--- src/rtl/hazard_ctrl.sv ---
// hazard_ctrl: pipeline sequencing for the 5-stage core.
// Generates PC / IF/ID / ID/EX / EX/MEM load, flush and bubble controls from
// load-use, taken-branch, imem-wait and halt events. It also keeps saturating
// stall and flush counters for debug and performance measurement.
//
//   state        | meaning
//   -------------+-----------------------------------------------------------
//   RUN          | normal issue; events are evaluated every cycle
//   LU_STALL     | extra load-use stall cycles (LOAD_LAT > 1), lu ignored
//   IMEM_WAIT    | waiting for instruction memory, bubbles enter IF/ID
//   HALTED       | halt decoded; frozen until reset, branches ignored
module hazard_ctrl #(
    parameter int LOAD_LAT = 1,
    parameter int CNT_W    = 16
) (
    input  logic             clk_i,
    input  logic             rst_i,
    input  logic [4:0]       ifid_rs_i,
    input  logic [4:0]       ifid_rt_i,
    input  logic             ifid_uses_rt_i,
    input  logic             idex_memread_i,
    input  logic [4:0]       idex_rt_i,
    input  logic             branch_taken_i,
    input  logic             halt_i,
    input  logic             imem_ready_i,
    output logic             pc_write_o,
    output logic             ifid_write_o,
    output logic             ifid_flush_o,
    output logic             idex_bubble_o,
    output logic             exmem_flush_o,
    output logic [1:0]       state_o,
    output logic [CNT_W-1:0] stall_cnt_o,
    output logic [CNT_W-1:0] flush_cnt_o
);

    typedef enum logic [1:0] {
        ST_RUN       = 2'd0,
        ST_LU_STALL  = 2'd1,
        ST_IMEM_WAIT = 2'd2,
        ST_HALTED    = 2'd3
    } state_t;

    // Stall cycles still owed after the first load-use cycle.
    localparam logic [2:0] LU_EXTRA = 3'(LOAD_LAT - 1);

    state_t           state_q, state_d;
    logic [2:0]       remain_q, remain_d;
    logic [CNT_W-1:0] stall_cnt_q;
    logic [CNT_W-1:0] flush_cnt_q;
    logic             lu;
    logic             stall_inc;
    logic             flush_inc;

    assign lu = idex_memread_i && (idex_rt_i != 5'd0) &&
                ((idex_rt_i == ifid_rs_i) ||
                 (ifid_uses_rt_i && (idex_rt_i == ifid_rt_i)));

    // Mealy control outputs: priority reset > halted > branch > halt > load-use > imem wait.
    always_comb begin
        pc_write_o    = 1'b0;
        ifid_write_o  = 1'b0;
        ifid_flush_o  = 1'b0;
        idex_bubble_o = 1'b0;
        exmem_flush_o = 1'b0;
        if (rst_i) begin
            ifid_flush_o  = 1'b1;
            idex_bubble_o = 1'b1;
        end else if (state_q == ST_HALTED) begin
            idex_bubble_o = 1'b1;
        end else if (branch_taken_i) begin
            pc_write_o    = 1'b1;
            ifid_write_o  = 1'b1;
            ifid_flush_o  = 1'b1;
            idex_bubble_o = 1'b1;
            exmem_flush_o = 1'b1;
        end else if (halt_i || (state_q == ST_LU_STALL) || lu) begin
            idex_bubble_o = 1'b1;
        end else if (!imem_ready_i) begin
            ifid_write_o  = 1'b1;
            ifid_flush_o  = 1'b1;
        end else begin
            pc_write_o    = 1'b1;
            ifid_write_o  = 1'b1;
        end
    end

    // Next-state and stall-remaining selection, same event priority as the outputs.
    always_comb begin
        state_d  = state_q;
        remain_d = remain_q;
        if (state_q != ST_HALTED) begin
            if (branch_taken_i) begin
                state_d  = ST_RUN;
                remain_d = 3'd0;
            end else if (halt_i) begin
                state_d  = ST_HALTED;
                remain_d = 3'd0;
            end else if (state_q == ST_LU_STALL) begin
                remain_d = remain_q - 3'd1;
                if (remain_q == 3'd1) begin
                    state_d = imem_ready_i ? ST_RUN : ST_IMEM_WAIT;
                end
            end else if (lu) begin
                if (LOAD_LAT > 1) begin
                    state_d  = ST_LU_STALL;
                    remain_d = LU_EXTRA;
                end else begin
                    // Single-cycle stall: an outstanding imem wait is kept.
                    state_d = ((state_q == ST_IMEM_WAIT) && !imem_ready_i) ?
                              ST_IMEM_WAIT : ST_RUN;
                end
            end else if (!imem_ready_i) begin
                state_d = ST_IMEM_WAIT;
            end else begin
                state_d = ST_RUN;
            end
        end
    end

    assign stall_inc = (state_q != ST_HALTED) && !pc_write_o;
    assign flush_inc = (state_q != ST_HALTED) && branch_taken_i;

    // State, stall-remaining and saturating performance counters.
    always_ff @(posedge clk_i) begin
        if (rst_i) begin
            state_q     <= ST_RUN;
            remain_q    <= 3'd0;
            stall_cnt_q <= '0;
            flush_cnt_q <= '0;
        end else begin
            state_q  <= state_d;
            remain_q <= remain_d;
            if (stall_inc && (stall_cnt_q != '1)) begin
                stall_cnt_q <= stall_cnt_q + 1'b1;
            end
            if (flush_inc && (flush_cnt_q != '1)) begin
                flush_cnt_q <= flush_cnt_q + 1'b1;
            end
        end
    end

    assign state_o     = state_q;
    assign stall_cnt_o = stall_cnt_q;
    assign flush_cnt_o = flush_cnt_q;

endmodule

--- config.mk ---
export PLATFORM = sky130hd
export DESIGN_NAME = hazard_ctrl
export DESIGN_NICKNAME = d
export VERILOG_FILES = /design/src/rtl/hazard_ctrl.sv
export SDC_FILE = /design/constraint.sdc
export NUM_CORES = 1
export LEC_CHECK = 0
export ABC_CLOCK_PERIOD_IN_PS = 2650
export BUFFER_PORTS_ARGS = -buffer_cell sky130_fd_sc_hd__buf_2
export CAP_MARGIN = 20
export CORE_ASPECT_RATIO = 1.5
export CORE_UTILIZATION = 30
export DETAILED_ROUTE_END_ITERATION = 10
export GPL_TIMING_DRIVEN = 0
export PLACE_DENSITY = 0.49
export SLEW_MARGIN = 0
export SYNTH_ARGS = -nofsm -noshare
export SYNTH_HDL_FRONTEND = slang
export SYNTH_SLANG_ARGS = --single-unit
--- constraint.sdc ---
create_clock -name clk_i -period 2.65 [get_ports clk_i]
set_clock_uncertainty 0.05 [all_clocks]
set_input_delay 0 -clock clk_i [delete_from_list [all_inputs] [get_ports clk_i]]
set_output_delay 0 -clock clk_i [all_outputs]
set_load 0.05 [all_outputs]
==> impl_metrics.py <==
metrics = {
    "yosys": {
        "synthXorXnorAreaFrac": 0.0825,
        "syn_area_um2": 2120,
        "synth-compound-area-share": 0.160,
        "syn_nets": 284,
        "synth_top_flop_cell": "dfxtp_1",
        "synth_top_family_by_area": "simple AND/OR/NAND/NOR gates",
        "synth_cells": 258,
        "yosysWarnings": 0,
        "muxShareOfSynthArea": 0.0389,
        "synth-simple-area-share": 0.300,
        "syn-mean-instance-area_um2": 8.22,
        "yosysUniqueCellTypes": 44,
        "synth_edf_count": 0,
        "synth_adder_area_share": 0.0236,
        "yosysSeqAreaShare": 0.349,
        "async_reset_ff_frac": 0,
        "synth_seq_cells": 37,
    },
    "power_and_ir_drop": {
        "p_switching_mw": 0.351,
        "p_comb_frac": 0.153,
        "power_density_nw_per_um2": 488,
        "swShare": 0.272,
        "p_leak_nw": 1.01,
        "peakVddDrop_mv": 0.204,
        "p_seq_frac": 0.449,
        "p_clk_frac": 0.398,
        "power.internal_mw": 0.937,
    },
    "drt": {
        "vias": 2099,
        "route.detailed.drc": 14,
        "first_pass_iters": 7,
        "wl_per_cell_um": 13.7,
        "drt_iter0_markers": 104,
        "viasPerCell": 5.20,
        "ant_nets": 0,
        "drt_wl_total_mm": 5.54,
    },
    "placed_design": {
        "port_buffers": 60,
        "pre_cts_ws_ns": 0.450,
        "dp_hpwl_mm": 4.20,
        "gp_congestion": 0.745,
        "dpl.cell_count": 396,
    },
    "grt": {
        "met1_usage": 0.195,
        "grt.busiest_layer": "met2",
        "use_met3": 0.0289,
        "gr-usage-met2": 0.276,
        "grt_max_degree": 12,
        "grt_pass1_wl_mm": 9.36,
        "grt.overflow.total": 0,
        "grt_use_total": 0.157,
        "grt_antenna_before_repair": 0,
        "grt_pass1_vias": 1928,
    },
    "timing": {
        "final-max-slew-violation-count": 0,
        "worst_pin_slew_ns": 0.606,
        "hold_viol": 0,
        "setup_ws_ns": 0.417,
        "timing.hold.ws_ns": 0.0241,
        "finalCritPeriodShare": 0.843,
        "period_needed_ns": 2.23,
        "relSlewSlack": 0.592,
        "fin_setup_tns_ns": 0,
        "rsz0062_at_grt": "no",
        "setup_violations": 0,
        "fmax_mhz": 448,
    },
    "critical_path": {
        "slowest_stage": "a211oi_4",
        "critPathRequiredTime_ns": 2.60,
        "r2r_cells": 7,
        "r2r-end": "flush_cnt_o[14]",
        "cp_max_fo": 10,
        "start_kind": "flop",
        "end_kind": "primary output",
        "slowest_delay_ns": 0.47,
        "critPathKind": "flop to primary output",
        "critPathArrivalTime_ns": 2.18,
        "rrSetupSlack_ns": 0.45,
        "crit_buf_inv": 3,
        "cp-startpoint": "state_o[0]",
        "crit-reg2reg-launch": "flush_cnt_o[6]",
        "path_cells": "nor2_1 > nand2_1 > a211oi_4 > buf_6 > buf_8 > or2_2 > buf_2",
        "path_delay_family": "buffers and inverters",
    },
    "cells_and_area": {
        "syn2layout_area_growth_pct": 24.2,
        "diodes": 0,
        "stdcell_count": 404,
        "final_common_cell": "buf_2",
        "drive_above_1_share": 0.270,
        "n_fill_cell": 731,
        "final_cell_mix": "buf_2, dfxtp_1, nor2_1, nand2_1, a21oi_1",
        "final_nets": 351,
    },
    "worst_hold_path": {
        "hold_start": "halt_i",
        "hold_path_depth": 3,
        "min_to": "state_o[0]",
        "min_path_type": "primary input to flop",
    },
    "clock_network": {
        "clk_pin_slew_ns": 0.07,
        "cts_tree": "done",
        "cts.sinks": 37,
        "cts-buffers-inserted": 5,
        "cts_buffer_depth": 2,
        "post_cts_buffers": 0,
        "root_buffer": "clkbuf_8",
        "hold_buffers": 0,
        "clk_latency_ns": 0.29,
        "cts.repair.resized": 0,
        "cts-htree-levels": 2,
    },
    "floorplanning": {
        "initial_core_util": 0.310,
        "io_pins": 61,
        "row_count": 37,
        "dieArea_um2": 7420,
        "core_um2": 6850,
        "die_x_um": 70.7,
        "die_h_um": 105,
    },
    "status": {
        "violations": "DRC",
        "status": "finished, violations left",
    },
    "flow_run": {
        "max_cap_viol_count": 0,
    },
}
[kinds of logic after synthesis]
family,after synthesis
AO/OA/AOI/OAI,54
AND/OR/NAND/NOR,117
XOR/XNOR,20
adder cells (fa/ha/maj),4
multiplexers,6
flip-flops,37
buffers and inverters,20
[per-stage QoR]
step	util	area, um2	total power [mW]
2_1_floorplan	-	2120	0.727
3_3_place_gp	0.368	2520	0.790
3_5_place_dp	0.368	2520	0.790
6_report	0.385	2640	1.29
4_1_cts	0.385	2640	1.31
5_1_grt	0.385	2640	1.35
[state kept, by name, summed over array words and instances (netlist names)]
signal       count
flush_cnt_o     16
remain_q         3
state_o          2
stall_cnt_o     16
[how the worst max path moves through the flow]
stage,endpoint,cells past startpoint
6_report,pc_write_o,7
5_1_grt,flush_cnt_o[10],7
3_5_place_dp,flush_cnt_o[14],7
4_1_cts,pc_write_o,7
3_3_place_gp,flush_cnt_o[14],7
2_1_floorplan,flush_cnt_o[14],7
[area by class of cell]
| cell class | count | area, um2 | area share |
|---|---|---|---|
| clock buffers | 7 | 86.3 | 0.0327 |
| inverters | 7 | 26.3 | 0.00997 |
| repair buffers | 60 | 300 | 0.114 |
| multi-input cells | 201 | 1280 | 0.487 |
| clock inverters | 1 | 30.0 | 0.0114 |
| flip-flops and latches | 37 | 741 | 0.281 |
| well taps | 78 | 97.6 | 0.0370 |
| plain buffers | 13 | 71.3 | 0.0271 |
[power by group through the flow]
stage               registers (mW)  clock network, mW  logic, mW
finish                       0.578              0.512      0.197
global route                 0.580              0.558      0.216
CTS                          0.578              0.531      0.200
detailed placement           0.592                  0      0.199
global placement             0.592                  0      0.198
floorplan                    0.621                  0      0.106
[cells in the mapped netlist (6+ instances only)]
master | number | area (um2)
a21oi_1 | 22 | 110
clkbuf_1 | 6 | 22.5
dfxtp_1 | 37 | 741
inv_1 | 7 | 26.3
nand2_1 | 22 | 82.6
nand3_1 | 14 | 70.1
nand4_1 | 6 | 37.5
nor2_1 | 29 | 109
o21ai_0 | 9 | 45.0
o31ai_1 | 9 | 67.6
or3_1 | 7 | 43.8
or4_1 | 9 | 67.6
xnor2_1 | 17 | 149
[worst reg2reg max path: stages (launching register included)]
cell and delay [ns]:
dfxtp_1 0.44, nand4_1 0.20, nor4_1 0.61, or4b_1 0.20, clkbuf_1 0.26, nor3_1 0.10, xnor2_1 0.16, nor2_1 0.05
[per-layer routing]
metal  vias to the layer above  share of wire
met2                        53           0.51
met1                       977           0.43
met3                         5          0.046
li1                       1064              -
met5                         -              0
met4                         0          0.010
No activity file was read; power rests on OpenSTA's default activity.
